**src/rtl/wb_regfile_pkg.sv**
```systemverilog
// Shared constants, types and helpers for the write-back stage and register file.
// Register addresses are 5 bits wide and register 0 is hardwired to zero.
package wb_regfile_pkg;

  localparam int NREGS    = 32;
  localparam int DATA_W   = 32;
  localparam int PEND_W   = 2;
  localparam int ADDR_W   = 5;
  localparam int PEND_MAX = (1 << PEND_W) - 1;

  localparam logic [ADDR_W-1:0] REG0 = 5'd0;

  typedef logic [DATA_W-1:0] data_t;
  typedef logic [ADDR_W-1:0] addr_t;
  typedef logic [PEND_W-1:0] pend_t;

  // 1 when an enabled event targets register r; events aimed at r0 never count.
  function automatic int hit(input logic en, input addr_t dst, input addr_t r);
    return (en && dst != REG0 && dst == r) ? 1 : 0;
  endfunction

endpackage

```
**src/rtl/wb_regfile_if.sv**
```systemverilog
// Bundles the MEM/WB inputs, the ID read/issue ports and the stage outputs.
// The DUT side uses the slave modport; the driver side uses master.
interface wb_regfile_if;
  import wb_regfile_pkg::*;

  data_t ALUResult;
  data_t mem_read;
  addr_t regdst;
  logic  memtoreg;
  logic  regwrite;

  addr_t rs_addr;
  addr_t rt_addr;
  logic  use_rs;
  logic  use_rt;
  data_t rs_data;
  data_t rt_data;

  logic  issue_valid;
  logic  issue_regwrite;
  addr_t issue_dst;
  logic  kill_valid;
  addr_t kill_dst;

  logic  stall;
  data_t wb_data;
  logic  sb_error;

  modport slave (
    input  ALUResult, mem_read, regdst, memtoreg, regwrite,
    input  rs_addr, rt_addr, use_rs, use_rt,
    input  issue_valid, issue_regwrite, issue_dst, kill_valid, kill_dst,
    output rs_data, rt_data, stall, wb_data, sb_error
  );

  modport master (
    output ALUResult, mem_read, regdst, memtoreg, regwrite,
    output rs_addr, rt_addr, use_rs, use_rt,
    output issue_valid, issue_regwrite, issue_dst, kill_valid, kill_dst,
    input  rs_data, rt_data, stall, wb_data, sb_error
  );

endinterface

```
**src/rtl/wb_scoreboard.sv**
```systemverilog
// Pending-write scoreboard: one saturating counter per register, bumped at issue
// and dropped at write-back or squash, plus a sticky underflow/overflow flag.
module wb_scoreboard
  import wb_regfile_pkg::*;
(
  input  logic  clk,
  input  logic  reset,
  input  logic  issue_valid_i,
  input  logic  issue_regwrite_i,
  input  addr_t issue_dst_i,
  input  logic  stall_i,
  input  logic  we_i,
  input  addr_t wb_dst_i,
  input  logic  kill_valid_i,
  input  addr_t kill_dst_i,
  input  addr_t rs_addr_i,
  input  addr_t rt_addr_i,
  output logic  rs_pend_o,
  output logic  rt_pend_o,
  output logic  sb_error_o
);

  pend_t pend_q [NREGS];
  pend_t pend_d [NREGS];
  logic  sb_error_q;
  logic  sb_error_d;
  logic  inc;

  assign inc        = issue_valid_i && !stall_i && issue_regwrite_i;
  assign sb_error_o = sb_error_q;

  // The writer retiring this cycle is already covered by the bypass, so it
  // no longer counts against a reader; a negative result still reads as pending.
  function automatic int eff(input addr_t r);
    return int'(pend_q[r]) - hit(we_i, wb_dst_i, r) - hit(kill_valid_i, kill_dst_i, r);
  endfunction

  always_comb begin
    rs_pend_o = (eff(rs_addr_i) != 0);
    rt_pend_o = (eff(rt_addr_i) != 0);
  end

  always_comb begin
    int net;
    net        = 0;
    sb_error_d = sb_error_q;
    for (int r = 0; r < NREGS; r++) begin
      pend_d[r] = pend_q[r];
    end
    pend_d[0] = '0;
    for (int r = 1; r < NREGS; r++) begin
      net = int'(pend_q[r])
          + hit(inc, issue_dst_i, addr_t'(r))
          - hit(we_i, wb_dst_i, addr_t'(r))
          - hit(kill_valid_i, kill_dst_i, addr_t'(r));
      if (net < 0) begin
        pend_d[r]  = '0;
        sb_error_d = 1'b1;
      end else if (net > PEND_MAX) begin
        pend_d[r]  = pend_t'(PEND_MAX);
        sb_error_d = 1'b1;
      end else begin
        pend_d[r] = pend_t'(net);
      end
    end
  end

  always_ff @(posedge clk or posedge reset) begin
    if (reset) begin
      for (int r = 0; r < NREGS; r++) begin
        pend_q[r] <= '0;
      end
      sb_error_q <= 1'b0;
    end else begin
      for (int r = 0; r < NREGS; r++) begin
        pend_q[r] <= pend_d[r];
      end
      sb_error_q <= sb_error_d;
    end
  end

endmodule

```
**src/rtl/wb_regfile.sv**
```systemverilog
// Write-back stage and architectural register file with two combinational read
// ports, same-cycle write-through bypass, and a RAW-hazard stall from the scoreboard.
module wb_regfile
  import wb_regfile_pkg::*;
(
  input logic         clk,
  input logic         reset,
  wb_regfile_if.slave bus
);

  data_t regs_q [NREGS];
  data_t wb_sel;
  logic  we;
  logic  rs_pend;
  logic  rt_pend;

  // Write-through: a value committing this edge is visible to readers now.
  function automatic data_t rd(input addr_t a);
    if (a == REG0) begin
      return '0;
    end else if (we && bus.regdst == a) begin
      return wb_sel;
    end else begin
      return regs_q[a];
    end
  endfunction

  always_comb begin
    wb_sel      = bus.memtoreg ? bus.mem_read : bus.ALUResult;
    we          = bus.regwrite && (bus.regdst != REG0);
    bus.wb_data = wb_sel;
    bus.rs_data = rd(bus.rs_addr);
    bus.rt_data = rd(bus.rt_addr);
    bus.stall   = bus.issue_valid && ((bus.use_rs && rs_pend) || (bus.use_rt && rt_pend));
  end

  always_ff @(posedge clk or posedge reset) begin
    if (reset) begin
      for (int r = 0; r < NREGS; r++) begin
        regs_q[r] <= '0;
      end
    end else if (we) begin
      regs_q[bus.regdst] <= wb_sel;
    end
  end

  wb_scoreboard u_scoreboard (
    .clk              (clk),
    .reset            (reset),
    .issue_valid_i    (bus.issue_valid),
    .issue_regwrite_i (bus.issue_regwrite),
    .issue_dst_i      (bus.issue_dst),
    .stall_i          (bus.stall),
    .we_i             (we),
    .wb_dst_i         (bus.regdst),
    .kill_valid_i     (bus.kill_valid),
    .kill_dst_i       (bus.kill_dst),
    .rs_addr_i        (bus.rs_addr),
    .rt_addr_i        (bus.rt_addr),
    .rs_pend_o        (rs_pend),
    .rt_pend_o        (rt_pend),
    .sb_error_o       (bus.sb_error)
  );

endmodule

```
**src/flat_wrapper.sv**
```systemverilog
// flat-port wrapper written by rule: the top's interface ports become plain ports
module wb_regfile_flat import wb_regfile_pkg::*;
  (clk, reset, bus_ALUResult, bus_mem_read, bus_regdst, bus_memtoreg, bus_regwrite, bus_rs_addr, bus_rt_addr, bus_use_rs, bus_use_rt, bus_issue_valid, bus_issue_regwrite, bus_issue_dst, bus_kill_valid, bus_kill_dst, bus_rs_data, bus_rt_data, bus_stall, bus_wb_data, bus_sb_error);
  wb_regfile_if bus_i ();
  input logic clk;
  input logic reset;
  input wire logic [$bits(bus_i.ALUResult)-1:0] bus_ALUResult;
  input wire logic [$bits(bus_i.mem_read)-1:0] bus_mem_read;
  input wire logic [$bits(bus_i.regdst)-1:0] bus_regdst;
  input wire logic [$bits(bus_i.memtoreg)-1:0] bus_memtoreg;
  input wire logic [$bits(bus_i.regwrite)-1:0] bus_regwrite;
  input wire logic [$bits(bus_i.rs_addr)-1:0] bus_rs_addr;
  input wire logic [$bits(bus_i.rt_addr)-1:0] bus_rt_addr;
  input wire logic [$bits(bus_i.use_rs)-1:0] bus_use_rs;
  input wire logic [$bits(bus_i.use_rt)-1:0] bus_use_rt;
  input wire logic [$bits(bus_i.issue_valid)-1:0] bus_issue_valid;
  input wire logic [$bits(bus_i.issue_regwrite)-1:0] bus_issue_regwrite;
  input wire logic [$bits(bus_i.issue_dst)-1:0] bus_issue_dst;
  input wire logic [$bits(bus_i.kill_valid)-1:0] bus_kill_valid;
  input wire logic [$bits(bus_i.kill_dst)-1:0] bus_kill_dst;
  output wire logic [$bits(bus_i.rs_data)-1:0] bus_rs_data;
  output wire logic [$bits(bus_i.rt_data)-1:0] bus_rt_data;
  output wire logic [$bits(bus_i.stall)-1:0] bus_stall;
  output wire logic [$bits(bus_i.wb_data)-1:0] bus_wb_data;
  output wire logic [$bits(bus_i.sb_error)-1:0] bus_sb_error;
  assign bus_i.ALUResult = bus_ALUResult;
  assign bus_i.mem_read = bus_mem_read;
  assign bus_i.regdst = bus_regdst;
  assign bus_i.memtoreg = bus_memtoreg;
  assign bus_i.regwrite = bus_regwrite;
  assign bus_i.rs_addr = bus_rs_addr;
  assign bus_i.rt_addr = bus_rt_addr;
  assign bus_i.use_rs = bus_use_rs;
  assign bus_i.use_rt = bus_use_rt;
  assign bus_i.issue_valid = bus_issue_valid;
  assign bus_i.issue_regwrite = bus_issue_regwrite;
  assign bus_i.issue_dst = bus_issue_dst;
  assign bus_i.kill_valid = bus_kill_valid;
  assign bus_i.kill_dst = bus_kill_dst;
  assign bus_rs_data = bus_i.rs_data;
  assign bus_rt_data = bus_i.rt_data;
  assign bus_stall = bus_i.stall;
  assign bus_wb_data = bus_i.wb_data;
  assign bus_sb_error = bus_i.sb_error;
  wb_regfile u_core (.clk(clk), .reset(reset), .bus(bus_i));
endmodule
```
**config.mk**
```make
export PLATFORM = sky130hd
export DESIGN_NAME = wb_regfile_flat
export DESIGN_NICKNAME = d
export VERILOG_FILES = /design/src/rtl/wb_regfile_pkg.sv /design/src/rtl/wb_regfile_if.sv /design/src/rtl/wb_scoreboard.sv /design/src/rtl/wb_regfile.sv /design/src/flat_wrapper.sv
export SDC_FILE = /design/constraint.sdc
export NUM_CORES = 2
export LEC_CHECK = 0
export BUFFER_PORTS_ARGS = -buffer_cell sky130_fd_sc_hd__buf_2
export CORE_UTILIZATION = 45
export CTS_BUF_LIST = sky130_fd_sc_hd__clkbuf_4
export DETAILED_ROUTE_END_ITERATION = 8
export PLACE_DENSITY = 0.69
export SLEW_MARGIN = 10
export SYNTH_ARGS = -nofsm -noshare
export SYNTH_HDL_FRONTEND = slang
export SYNTH_HIERARCHICAL = 1
export SYNTH_SLANG_ARGS = --single-unit
```
**constraint.sdc**
```tcl
create_clock -name clk -period 37 [get_ports clk]
set_input_delay 5.55 -clock clk [delete_from_list [all_inputs] [get_ports clk]]
set_output_delay 5.55 -clock clk [all_outputs]
set_load 0.03 [all_outputs]
```
Yosys cells after proc, flatten, opt, wreduce, memory -nomap -nowiden
Index checks and enable logic that the tools add are counted.
{"block": "totals", "reg_bits": 1087, "latchBits": 0, "ramBits": 0, "rom_bits": 0, "input_bits": 98, "out_inout_bits": 98, "word_cells": 687, "n_memories": 0}
{"block": "op_classes", "add_sub_neg": 97, "n_mul": 0, "div_mod_pow": 0, "n_lt_le_gt_ge": 66, "n_eq_ne": 97, "shift": 0, "n_mux": 241, "n_bitwise": 3, "n_reduce_logical": 119}
{"cell": "1024-bit bitwise mux", "count": 1}
{"cell": "32-bit binary-select mux with 5-bit select", "count": 2}
{"cell": "32-bit two-way mux", "count": 10}
{"cell": "5-bit equality test (second input constant)", "count": 48}
{"cell": "32-bit demux with 5-bit select", "count": 1}
{"cell": "1-bit two-way mux", "count": 159}
{"cell": "5-bit by 3-bit > comparator with 1-bit output (second input constant)", "count": 31}
{"cell": "5-bit by 1-bit < comparator with 1-bit output (second input constant)", "count": 31}
{"cell": "4-bit by 2-bit subtractor with 5-bit output", "count": 31}
{"cell": "2-bit two-way mux", "count": 66}
{"cell": "3-bit by 1-bit subtractor with 4-bit output", "count": 31}
{"cell": "5-bit by 4-bit equality test with 1-bit output (second input constant)", "count": 24}
{"cell": "1-bit logical AND", "count": 109}
{"cell": "2-bit by 1-bit adder with 3-bit output", "count": 31}
{"cell": "32-bit nonzero test", "count": 2}
{"cell": "62-bit nonzero test", "count": 1}
{"cell": "5-bit by 3-bit equality test with 1-bit output (second input constant)", "count": 12}
{"cell": "5-bit by 2-bit equality test with 1-bit output (second input constant)", "count": 6}
{"cell": "2-bit binary-select mux with 5-bit select", "count": 2}
{"cell": "5-bit equality test", "count": 4}
{"cell": "6-bit >= comparator (second input constant)", "count": 3}
{"cell": "5-bit NOT with 6-bit output", "count": 3}
{"cell": "5-bit by 1-bit equality test with 1-bit output (second input constant)", "count": 3}
{"cell": "5-bit nonzero test", "count": 3}
{"cell": "6 further kinds", "count": 9}

Depth between registers and ports, before layout
{"block": "logic_depth", "depth_word": 83, "mapped_depth": 30, "mapped_depth_nobuf": 29}

Hierarchy
Netlist, hierarchy kept.
{"module": "wb_regfile", "n_inst": 1, "cells_per_inst": 5068, "area_each_um2": 54228.3, "seq_area_each_um2": 25624.6}
{"module": "wb_scoreboard", "n_inst": 1, "cells_per_inst": 1102, "area_each_um2": 9559.2, "seq_area_each_um2": 1576.5}

Worst setup path after synthesis
Ideal clock, no wire load.
{"block": "synth_timing", "path_type": "input-to-output", "startpoint": "input port bus_rt_addr[0]", "endpoint": "output port bus_stall", "arrival_time_ns": 8.568, "required_ns": 31.450, "slack_ns": 22.882, "cell_stages": 12, "n_path_buf": 2, "cell_sequence": "buf_2 buf_2 mux4_2 mux4_2 mux2i_1 ha_1 ha_1 nand2_1 ha_1 or3_1 a22oi_1 nor2b_1"}
{"block": "synth_between", "elab_chain_cells": 10, "elab_cells_between_ends": 16, "classes_between": "add/sub: 2; eq/ne: 2; mux: 5; bitwise: 1; reduce/logical: 6"}
{"item": "from (decl)", "line_no": "flat_wrapper.sv:13", "source": "input wire logic [$bits(bus_i.rt_addr)-1:0] bus_rt_addr;"}
{"item": "5-bit NOT with 6-bit output (not written as such)", "line_no": "wb_scoreboard.sv:35", "source": "return int'(pend_q[r]) - hit(we_i, wb_dst_i, r) - hit(kill_valid_i, kill_dst_i, r);"}
{"item": "2-bit binary-select mux with 5-bit select", "line_no": "wb_scoreboard.sv:35"}
{"item": "2-bit two-way mux (not written as such) (2 in series)", "line_no": "wb_scoreboard.sv:35"}
{"item": "2-bit by 1-bit subtractor with 3-bit output", "line_no": "wb_scoreboard.sv:35"}
{"item": "3-bit by 2-bit subtractor with 4-bit output *", "line_no": "wb_scoreboard.sv:35"}
{"item": "32-bit nonzero test *", "line_no": "wb_scoreboard.sv:40", "source": "rt_pend_o = (eff(rt_addr_i) != 0);"}
{"item": "net u_core.rt_pend", "line_no": "wb_regfile.sv:15", "source": "logic rt_pend;"}
{"item": "1-bit logical AND *", "line_no": "wb_regfile.sv:34", "source": "bus.stall = bus.issue_valid && ((bus.use_rs && rs_pend) || (bus.use_rt && rt_pend));"}
{"item": "1-bit logical OR *", "line_no": "wb_regfile.sv:34"}
{"item": "1-bit logical AND *", "line_no": "wb_regfile.sv:34"}
{"item": "to (decl)", "line_no": "flat_wrapper.sv:23", "source": "output wire logic [$bits(bus_i.stall)-1:0] bus_stall;"}
Mark *: on every way through the listed nets, which the timed path passes. The rest lies on a longest branch. The select of a mux whose other input is x is not followed.

Final worst setup path
{"block": "layout_timing", "startpoint": "input port bus_rt_addr[0]", "endpoint": "output port bus_rt_data[5]"}
{"block": "layout_between", "elab_chain_cells": 6, "elab_cells_between_ends": 9, "classes_between": "eq/ne: 1; mux: 5; bitwise: 1; reduce/logical: 2"}
{"item": "5-bit NOT with 6-bit output (not written as such)", "line_no": "wb_regfile.sv:24", "source": "return regs_q[a];"}
{"item": "32-bit binary-select mux with 5-bit select", "line_no": "wb_regfile.sv:24"}
{"item": "32-bit two-way mux (not written as such) (2 in series)", "line_no": "wb_regfile.sv:24"}
{"item": "32-bit two-way mux", "line_no": "wb_regfile.sv:21", "source": "end else if (we && bus.regdst == a) begin"}
{"item": "32-bit two-way mux *", "line_no": "wb_regfile.sv:19", "source": "if (a == REG0) begin"}
{"item": "to (decl)", "line_no": "flat_wrapper.sv:22", "source": "output wire logic [$bits(bus_i.rt_data)-1:0] bus_rt_data;"}
Mark *: on every way between the ends. The rest lies on a longest branch, timed or not. The select of a mux whose other input is x is not followed.

==> results by group <==
Placed design
  – Placed Instance Area: between 0.06 and 0.07 mm^2
  – Final HPWL DP: 133600 um
  – Setup WS pre-CTS: between 20 and 25 ns
  – Gpl congestion: 0.9644
  – Placed instance count: slightly below 8k
  – Port Buffers: between 150 and 200

Worst setup path
  – Slowest cell on crit path: buf_4
  – Slowest stage delay, CP: 0.91 ns
  – CP Max Fanout: 54
  – Setup crit start kind: primary input
  – Crit-path cells: buf_8 -> buf_4 -> buf_4 -> buf_4 -> or3b_2 -> o221ai_1 -> nor3_1 -> nor3_1 -> a211oi_2 -> buf_2
  – Endpoint type of the worst setup path: output pin
  – Most common cell on crit path: buf_4
  – Worst EP required: 31.45 ns
  – FF-to-FF setup slack: ~29 ns
  – WP data arrival: roughly 11 ns
  – Crit path kind: primary input to output pin

CTS
  – CTS Hold Bufs: 0
  – Register clock-pin slew on the reported worst setup and hold paths: around 0.060 ns
  – Post-CTS setup buffers: 0
  – Worst-Skew Late Latency: about 1.3 ns
  – # resized after CTS: 0
  – H-tree depth: 5
  – CTS Buf Count: 313
  – CTS tree: built
  – Clk buf depth: 4
  – Root buf cell: clkbuf_4
  – Sink Count: about 1.1k

Die
  – Core box area: approximately 0.14 mm^2
  – Floorplan row count: between 100 and 150
  – Die Span Y: 378.5 um
  – Die W: around 380 um
  – Die area: 0.1433 mm^2
  – I/O pin total: 196
  – Initial core utilization: a little under half

STA
  – Final slew viol count: 0
  – Setup WS post-layout: between 20 and 25 ns
  – Fin Clk Skew: 0.07502 ns
  – Setup violators final: 0
  – Final hold viol count: 0
  – Max frequency: roughly 0.06 GHz
  – Fin crit share: between 40 and 50%
  – Tightest Pin Transition: ~1.2 ns
  – Rel. slew slack: between 10% and 20%
  – Minimum clock period: 16.39 ns
  – Setup_tns: 0 ns
  – RSZ-0062 raised after global routing: no

Global route
  – Overflow after GRT: 0
  – Largest net degree at the start of global routing: 170
  – Overall Global Routing Usage: 32.17%
  – First-pass GRT wire length: ~340000 um
  – Initial antenna violation count: 7
  – Number of global-route vias before repair: about 53k

Synthesis
  – Most common cell in the synthesized netlist: dfrtp_1
  – Predominant post-synthesis flop cell: dfrtp_1
  – Area leader, netlist: dfrtp_1
  – EDFF count, synth: 0
  – YS warnings: 6
  – Flop and latch count out of synthesis: ~1.1k
  – Synthesized Nets: 6495
  – Synth top cells by count: 1087 x dfrtp_1, 804 x nand2_1, 668 x o21ai_0
  – Area contributors post-synth: dfrtp_1 43%, mux4_2 15%, o21ai_0 5.2%
  – Mapped cell area: between 0.06 and 0.07 mm^2
  – Synth top area share: between 40% and 50%
  – Syn Inst Count: 6170
  – Asr flop ratio synth: 100.0%
  – Avg Cell Area, Syn: 10.34 um^2
  – Synth unique cells: between 80 and 90
  – Seq/Total Area, Yosys: roughly 43%

Cells and area
  – Finished Cell Area: about 0.07 mm^2
  – Share of cells above drive strength 1: about a fifth
  – Area of the multi-input gates: between 0.03 and 0.04 mm^2
  – Fillers: between 10k and 15k
  – Final net count: 6541
  – Non-Filler Instances: slightly above 8k
  – Area growth syn-to-layout: 8.556%
  – FF/Latch Area: 0.02720 mm^2

Route
  – ANT nets after route: 0
  – Routed vias/inst: 6.469
  – Via count: approximately 54k
  – Detailed Route Iter0 Violations: a little over 7k
  – Routed wire length: between 200000 and 250000 um
  – Drt wl/cell: about 28 um
  – DRT Pass-1 Iters: 6
  – Drt drc: 0

Outcome
  – Outcome: finished, final reports clean

Pwr
  – Peak supply drop: roughly 0.000031 V
  – Leak pwr: between 30 and 40 nW
  – Pwr Density: approximately 55 mW/mm^2

Run
  – Max Cap Violations: 0

Worst hold path
  – Hold Crit Class: flop to flop
cells in the final DEF (no fill, tap or decap), types with 27 or more instances in the layout:
master,count
mux4_2,415
buf_2,186
and3_1,41
o21ai_0,668
clkbuf_4,443
mux2_2,67
a21oi_1,475
mux2i_1,177
nand2_1,791
buf_4,110
o221ai_1,36
xor2_1,33
xnor2_1,52
dfrtp_1,1087
clkinv_1,49
inv_1,166
o22ai_1,135
a221oi_1,53
a211oi_1,58
ha_1,196
a221o_1,27
nor2_1,551
fa_1,31
nor3_1,100
area by class of cell:
class                           count  area share, %
Timing Repair Buffer              308          2.830
Clock inverter                     60         0.4463
Antenna cell                        6        0.02168
Multi-Input combinational cell   4337          48.30
Inverter                          169         0.9269
Tap cell                         1876          3.390
Clock buffer                      443          4.803
Sequential cell                  1087          39.28
final timing paths:
kind | from | end | cells past startpoint
max | bus_rt_addr[0] | bus_rt_data[5] | 10
min reg2reg | u_core/regs_q[992] | u_core/regs_q[992] | 0
min | u_core/regs_q[992] | u_core/regs_q[992] | 0
max in group asynchronous | reset | u_core/regs_q[177] | 5
max reg2reg | u_core/u_scoreboard/pend_q[50] | u_core/u_scoreboard/sb_error_o | 25
min in group asynchronous | reset | u_core/regs_q[756] | 2
critical path, delay by kind of cell:
family                 cells  cell delay [ns]
AOI/OAI and AO/OA          2             0.96
buffers and inverters      5             3.21
and+or+nand+nor            3             0.86
per-stage QoR:
step / utilization [%] / power (mW) / hold slack [ns]
after detailed placement: 46.84 / 2.718 / 0.3833
after CTS: 49.43 / 3.810 / 0.3970
after global placement: 46.84 / 2.665 / 0.3768
after global routing: 49.44 / 4.028 / 0.4008
final: 49.44 / 3.825 / 0.3962
after floorplan: - / 2.412 / 0.4383
metal layers:
layer | track usage (%) | up-vias | wire (um)
met4 | 19.04 | 6 | 14630
li1 | - | 22480 | -
met1 | 40.96 | 26370 | 83470
met5 | 0 | - | 35
met2 | 47.48 | 3862 | 100500
met3 | 10.94 | 890 | 31340
state kept, by name (all words and copies together) (netlist names):
name,count
u_core/u_scoreboard/sb_error_o,1
u_core/regs_q,1024
u_core/u_scoreboard/pend_q,62
logic make-up after synthesis:
family                     after synthesis  share of synthesized area [%]
adders and majority gates              227                          4.817
DFF                                   1087                          42.64
muxes                                  700                          19.49
AOI/OAI and AO/OA                     1612                          14.72
buffers and inverters                  746                          5.800
and+or+nand+nor                       1713                          11.37
xor gates and xnor gates                85                          1.167
power by group:
| part | switching, mW | internal, mW | total (mW) |
|---|---|---|---|
| Sequential | 0.226 | 1.45 | 1.68 |
| Clock | 0.529 | 0.565 | 1.09 |
| Combinational | 0.576 | 0.480 | 1.06 |
| Total | 1.33 | 2.49 | 3.83 |
(Power assumes the default switching activity.)
